===== config.mk =====
export PLATFORM = sky130hd
export DESIGN_NAME = pulse_period_meter
export DESIGN_NICKNAME = d
export VERILOG_FILES = /design/src/rtl/pulse_period_meter.sv
export SDC_FILE = /design/constraint.sdc
export NUM_CORES = 1
export LEC_CHECK = 0
export ABC_CLOCK_PERIOD_IN_PS = 1900
export BUFFER_PORTS_ARGS = -buffer_cell sky130_fd_sc_hd__buf_2
export CAP_MARGIN = 20
export CELL_PAD_IN_SITES_DETAIL_PLACEMENT = 1
export CELL_PAD_IN_SITES_GLOBAL_PLACEMENT = 2
export CORE_MARGIN = 3
export CORE_UTILIZATION = 38
export CTS_CLUSTER_SIZE = 8
export DETAILED_ROUTE_END_ITERATION = 8
export PLACE_DENSITY = 0.78
export SETUP_SLACK_MARGIN = 0.4
export SLEW_MARGIN = 20
export SYNTH_ARGS = -nofsm -noshare
export SYNTH_HDL_FRONTEND = slang
export SYNTH_SLANG_ARGS = --single-unit

===== constraint.sdc =====
create_clock -name clk -period 1.9 [get_ports clk]
set_input_delay 0.19 -clock clk [delete_from_list [all_inputs] [get_ports clk]]
set_output_delay 0.19 -clock clk [all_outputs]
set_load 0.005 [all_outputs]

===== src/rtl/pulse_period_meter.sv =====
// pulse_period_meter
//
// Measures the number of clk cycles between consecutive single-cycle strobes
// on pulse_in and offers each completed interval on a valid/ready port. It
// also flags intervals that run past the counter range (timeout), samples
// thrown away because the consumer was not ready (overrun), and a run of
// identical periods (locked).
//
// Ports:
//   clk           system clock, all state changes on its rising edge
//   rst           asynchronous active-low reset
//   ena           measurement enable; low forces the measurer back to idle
//   pulse_in      strobe input, every high cycle is one pulse event
//   period        last accepted interval in cycles (N bits)
//   period_valid  period holds a sample the consumer has not taken yet
//   period_ready  consumer takes the sample when period_valid is also high
//   timeout       one-cycle flag: no pulse arrived within 2^N-1 cycles
//   overrun       one-cycle flag: a new sample was dropped due to backpressure
//   locked        the last LOCK_COUNT samples were all equal
module pulse_period_meter #(
    parameter int N          = 8,
    parameter int LOCK_COUNT = 4
) (
    input  logic         clk,
    input  logic         rst,
    input  logic         ena,
    input  logic         pulse_in,
    output logic [N-1:0] period,
    output logic         period_valid,
    input  logic         period_ready,
    output logic         timeout,
    output logic         overrun,
    output logic         locked
);

    typedef enum logic {
        IDLE,
        MEASURE
    } state_t;

    localparam logic [N-1:0] COUNT_MAX = '1;
    localparam logic [N-1:0] COUNT_ONE = N'(1);
    localparam logic [3:0]   LOCK_MAX  = 4'(LOCK_COUNT - 1);

    state_t       state;
    state_t       state_next;
    logic [N-1:0] count;
    logic [N-1:0] count_next;
    logic [N-1:0] last_sample;
    logic [N-1:0] last_sample_next;
    logic [N-1:0] period_next;
    logic [3:0]   lock_cnt;
    logic [3:0]   lock_cnt_next;
    logic         period_valid_next;
    logic         timeout_next;
    logic         overrun_next;
    logic         locked_next;
    logic         sample_fire;

    // State register for the measurer, the output slot and the lock tracker.
    always_ff @(posedge clk or negedge rst) begin
        if (!rst) begin
            state        <= IDLE;
            count        <= '0;
            last_sample  <= '0;
            lock_cnt     <= '0;
            period       <= '0;
            period_valid <= 1'b0;
            timeout      <= 1'b0;
            overrun      <= 1'b0;
            locked       <= 1'b0;
        end else begin
            state        <= state_next;
            count        <= count_next;
            last_sample  <= last_sample_next;
            lock_cnt     <= lock_cnt_next;
            period       <= period_next;
            period_valid <= period_valid_next;
            timeout      <= timeout_next;
            overrun      <= overrun_next;
            locked       <= locked_next;
        end
    end

    // Next-state logic. Whenever the measurer returns to IDLE the remembered
    // sample is cleared to zero; a real sample is never zero, so the first
    // sample of a new run always mismatches and merely seeds the history.
    always_comb begin
        state_next        = state;
        count_next        = count;
        last_sample_next  = last_sample;
        lock_cnt_next     = lock_cnt;
        period_next       = period;
        period_valid_next = period_valid;
        timeout_next      = 1'b0;
        overrun_next      = 1'b0;
        sample_fire       = 1'b0;

        if (!ena) begin
            state_next       = IDLE;
            count_next       = '0;
            lock_cnt_next    = '0;
            last_sample_next = '0;
        end else begin
            case (state)
                IDLE: begin
                    if (pulse_in) begin
                        state_next = MEASURE;
                        count_next = COUNT_ONE;
                    end
                end
                MEASURE: begin
                    if (pulse_in) begin
                        // A pulse on the last counter value is still a
                        // valid sample of the maximum period.
                        sample_fire = 1'b1;
                        count_next  = COUNT_ONE;
                    end else if (count == COUNT_MAX) begin
                        timeout_next     = 1'b1;
                        state_next       = IDLE;
                        count_next       = '0;
                        lock_cnt_next    = '0;
                        last_sample_next = '0;
                    end else begin
                        count_next = count + COUNT_ONE;
                    end
                end
                default: begin
                    state_next = IDLE;
                end
            endcase
        end

        // Lock tracking sees every sample, even those later dropped.
        if (sample_fire) begin
            if (count == last_sample) begin
                lock_cnt_next = (lock_cnt == LOCK_MAX) ? lock_cnt : lock_cnt + 4'd1;
            end else begin
                lock_cnt_next = '0;
            end
            last_sample_next = count;

            if (!period_valid || period_ready) begin
                period_next       = count;
                period_valid_next = 1'b1;
            end else begin
                overrun_next = 1'b1;
            end
        end else if (period_valid && period_ready) begin
            period_valid_next = 1'b0;
        end

        locked_next = (lock_cnt_next == LOCK_MAX);
    end

endmodule

# Word level (Yosys, flattened, before mapping)
# Cells that the tools add are included.
dict set report totals {
  register_bits 33
  elab_cells 61
  input_bits 5
}
dict set report op_classes {
  muxes 33
  addsub 2
  reduce_logical 7
  n_bitwise 1
  eq_ne 9
}
# cell n
set op_table {}
lappend op_table {{$mux W8} 9}
lappend op_table {{$mux W4} 7}
lappend op_table {{$pmux W8 S2} 1}
lappend op_table {{$mux W1} 15}
lappend op_table {{$add A8 B1 Y8 const B} 1}
lappend op_table {{$eq A4 B2 Y1 const B} 2}
lappend op_table {{$eq A8 B8 Y1} 1}
lappend op_table {{$eq A8 B8 Y1 const B} 1}
lappend op_table {{$ne A3 B1 Y1 const B} 2}
lappend op_table {{$add A4 B1 Y4 const B} 1}
lappend op_table {{$reduce_and A2 Y1} 2}
lappend op_table {{$ne A3 B2 Y1 const B} 1}
lappend op_table {{$ne A3 B3 Y1 const B} 1}
lappend op_table {{$reduce_and A3 Y1} 1}
lappend op_table {{$ne A2 B1 Y1 const B} 1}
lappend op_table {{$pmux W1 S2} 1}
lappend op_table {{$reduce_bool A2 Y1} 1}
lappend op_table {{$logic_and A1 B1 Y1} 1}
lappend op_table {{$logic_not A1 Y1} 1}
lappend op_table {{$logic_or A1 B1 Y1} 1}
lappend op_table {{$not A1 Y1} 1}

# Logic depth before layout (Yosys ltp)
dict set report logic_depth {
  ltp_word 7
  depth_mapped 7
  depth_no_buf 6
}

# Least setup slack after synthesis
# Ideal clock, no wire load.
dict set report synth_timing {
  path_type {register to register}
  start {register count[0]}
  end {register locked}
  path_slack_ns 0.275
  arrival_time_ns 1.504
  path_buffers 1
  stages_incl_launch_ff 8
  t_required_ns 1.779
  path_cell_list {dfrtp_1 > ha_1 > nand3_1 > nor2_4 > o22ai_2 > buf_2 > a2bb2oi_1 > and4bb_1}
}
dict set report synth_between {
  elab_chain_len 7
  word_cells_on_any_way 9
}
# element line
set synth_lines {}
lappend synth_lines {{start, declared} 47} ;# logic [N-1:0] count;
lappend synth_lines {{start signal, assigned} 74} ;# count <= count_next;
lappend synth_lines {{$eq A8 B8 Y1} 118} ;# end else if (count == COUNT_MAX) begin
lappend synth_lines {{$mux W4} 118}
lappend synth_lines {{$mux W4} 113} ;# if (pulse_in) begin
lappend synth_lines {{$mux W4} 105} ;# case (state)
lappend synth_lines {{$mux W4} 99} ;# if (!ena) begin
lappend synth_lines {{$mux W4 *} 135} ;# if (sample_fire) begin
lappend synth_lines {{$eq A4 B2 Y1 *} 153} ;# locked_next = (lock_cnt_next == LOCK_MAX);
lappend synth_lines {{via locked_next} 57} ;# logic locked_next;
lappend synth_lines {{end signal, assigned} 81} ;# locked <= locked_next;
lappend synth_lines {{end, declared} 33} ;# output logic locked
# Mark *: on every way through the listed nets, which the timed path passes. The rest lies on a longest branch.
# A chain may end at the register's enable or synchronous reset.

# Worst setup path after layout
dict set report layout_timing {
  start {register last_sample[2]}
  end {register locked}
}
dict set report layout_between {
  elab_chain_len 4
}
# element line
set layout_lines {}
lappend layout_lines {{start, declared} 49} ;# logic [N-1:0] last_sample;
lappend layout_lines {{start signal, assigned} 75} ;# last_sample <= last_sample_next;
lappend layout_lines {{$eq A8 B8 Y1} 136} ;# if (count == last_sample) begin
lappend layout_lines {{$mux W4} 136}
lappend layout_lines {{$mux W4} 135}
lappend layout_lines {{$eq A4 B2 Y1} 153}
lappend layout_lines {{via locked_next} 57}
# The timed path passes the listed nets, and every way through them passes these cells.

==> qor.yml <==
global_routing:
  grt_use_met2_pct: 28.5
  grt_use_total_pct: 17.4
  antenna_found_initial: 0
  grt_max_degree: 34
  grt_pass1_wl_um: 6350
  grt.met3_usage_pct: 6.47
  grt_pass1_vias: 1221
  grt_use_met1_pct: 19.0
  overflow: 0
  busiest_layer: "met2"
synthesis:
  synth_area_leaders: "dfrtp_1 (53%), xor2_1 (6.2%), mux2_1 (5.8%), a22o_1 (4.5%), nor2_1 (3.6%)"
  yosys_warnings: 0
  syn_nets: 138
  synth_top_area_share_pct: 53.0
  synth-seq-cells: 33
  yosysTopAreaCell: "dfrtp_1"
  ys_seq_area_share_pct: 53.0
  synth-async-reset-ratio_pct: 100
  ys_types: 33
  ys.flop_type: "dfrtp_1"
  synthTopCellsByCount: "dfrtp_1 (33), nor2_1 (15), xor2_1 (11)"
  synth_edf_count: 0
  syn_avg_cell_area_um2: 11.9
  yosys.cell_count.top_type: "dfrtp_1"
  synth_area_mm2: 0.00156
  postSynthCellCount: 131
die:
  coreArea_mm2: 0.00380
  die_area_mm2: 0.00491
  initial_core_util_pct: 41.0
  rows: 22
  die_y_um: 70.1
  die_w_um: 70.1
  io_pins: 17
timing:
  fin_crit_sh_pct: 87.9
  tightest_slew_ns: 0.752
  fin_setup_tns_ns: 0
  skew_ns: 0.00526
  rsz0062_at_grt: "true"
  fmax_ghz: 0.599
  timing.hold.ws_ns: 0.202
  setup_viol: 0
  slew-limit-headroom_pct: 49.8
  finalMaxSlewViolations: 0
  layout_min_cycle_time_ns: 1.67
  final-hold-violation-count: 0
drt:
  drc_errors: 0
  final_antenna_net_count: 0
  via_per_inst: 5.42
  first_iter_violations: 25
  vias: 1166
  firstDrtPassIters: 4
  wl_per_cell_um: 18.7
  totalWireLength_um: 4030
place:
  dp_hpwl_um: 2600
  numPlacedInstances: 194
  portBuffers: 16
  globalplace.congestion: 0.817
worst_setup_path:
  crit_arrival_ns: 1.89
  max_stage_delay_ns: 0.42
  path_delay_family: "simple AND/OR/NAND/NOR gates"
  crit_chain: "xor2_2 > nor4_4 > nand3_2 > a2bb2oi_2 > and4bb_1"
  start_kind: "register"
  crit_path_max_fanout: 3
  worstPathRequired_ns: 2.13
  slowest_stage: "dfrtp_1"
  setup.worst_path.class: "reg -> reg"
  endpoint_kind: "register"
  path_buf_inv: 0
clock_network:
  insertion_delay_ns: 0.29
  cts_tree: "done"
  cts.sinks: 33
  cts_buffer_depth: 2
  cts_inserted_buffers: 5
  clockRootBuffer: "clkbuf_8"
  htreeDepth: 2
  clkTransAtPathRegs_ns: 0.07
power:
  pwr-share-comb_pct: 9.6
  clkPwrFrac_pct: 38.2
  p_int_w: 0.00106
  p_per_area_mw_per_mm2: 704
  swShare_pct: 24.1
  switching_power_w: 0.000337
  ir_drop_v: 0.000514
  p_seq_share_pct: 52.2
  power_leakage_nw: 1.03
flow_run:
  cap_violations: 0
final_layout:
  syn_to_final_growth_pct: 27.8
  final_layout_size_suffix_gt1_share_pct: 37.7
  num_antenna_cells: 0
  finalNonFillerCells: 215
  nets: 174
run_status:
  outcome: "finished, final reports clean"
min_path:
  hold_path.class: "in -> reg"
==> per-stage QoR <==
| step | worst slack, ns | power (W) | instance area (um^2) | util, % |
|---|---|---|---|---|
| 6_report | 0.231 | 0.00140 | 1990 | 52.5 |
| 5_1_grt | 0.179 | 0.00147 | 1990 | 52.5 |
| 4_1_cts | 0.249 | 0.00140 | 1940 | 51.1 |
| 3_5_place_dp | 0.122 | 0.000848 | 1730 | 45.5 |
| 3_3_place_gp | 0.176 | 0.000844 | 1730 | 45.5 |
| 2_1_floorplan | 0.376 | 0.000804 | 1590 | - |
==> power by group through the flow <==
stage | Combinational, W | Clock (W) | Sequential (W)
6_report | 0.000135 | 0.000536 | 0.000731
3_5_place_dp | 0.000103 | 0 | 0.000745
5_1_grt | 0.000148 | 0.000588 | 0.000733
3_3_place_gp | 0.0000998 | 0 | 0.000744
2_1_floorplan | 0.0000618 | 0 | 0.000742
4_1_cts | 0.000122 | 0.000545 | 0.000733
==> logic make-up after synthesis <==
| kind of cell | share of synthesized area, % |
|---|---|
| AND/OR/NAND/NOR | 14.5 |
| flip-flops | 53.0 |
| AO/OA/AOI/OAI | 10.4 |
| XOR/XNOR | 8.35 |
| multiplexers | 8.43 |
| buffers and inverters | 3.77 |
| adder cells (fa/ha/maj) | 1.60 |
==> what timing repair did <==
action	in CTS	in global routing
endpoints found under the setup margin	21	25
pin swaps	9	12
gates resized for setup	13	5
setup buffers	8	5
hold buffers	1	0
endpoints found under the hold margin	33	0
==> worst paths after layout <==
check	startpoint	to	slack, ns	cells past startpoint
worst max-delay path	last_sample[2]	locked	0.23	5
worst min-delay path	period_ready	overrun	0.20	3
worst max register to register	last_sample[2]	locked	0.23	5
worst min register to register	period[3]	period[3]	0.48	1
max in group asynchronous	rst	count[1]	0.87	2
min in group asynchronous	rst	timeout	0.50	2
==> routing by layer <==
layer  vias to the layer above  wire length (um)
li1                        530                 -
met1                       587              1650
met2                        35              1970
met3                        14               210
met4                         0               199
met5                         -                 0
==> area by class of cell <==
cell class	count	area (um^2)
inverters	4	15.0
well taps	48	60.1
flip-flops and latches	33	831
repair buffers	36	244
multi-input cells	87	757
fillers	402	1810
clock buffers	7	86.3
==> tightest hold or removal path, delay by kind of cell <==
kind / cells / cell delay, ns
AND/OR/NAND/NOR: 2 / 0.19
buffers and inverters: 1 / 0.07
==> registers in the layout, indices dropped and copies added, names as in the netlist <==
signal / flops
state: 1
locked: 1
overrun: 1
period: 8
last_sample: 8
period_valid: 1
lock_cnt: 4
timeout: 1
count: 8
==> cell usage in the layout, fill, tap and decap left out, types with 6 or more instances in the layout <==
cell type / netlist / final
a22o_1: 8 / 8
buf_2: 5 / 16
buf_4: 1 / 16
clkbuf_8: 0 / 6
dfrtp_1: 33 / 29
mux2_1: 8 / 8
nor2_1: 15 / 14
xor2_1: 11 / 10
(Power assumes the default switching activity.)
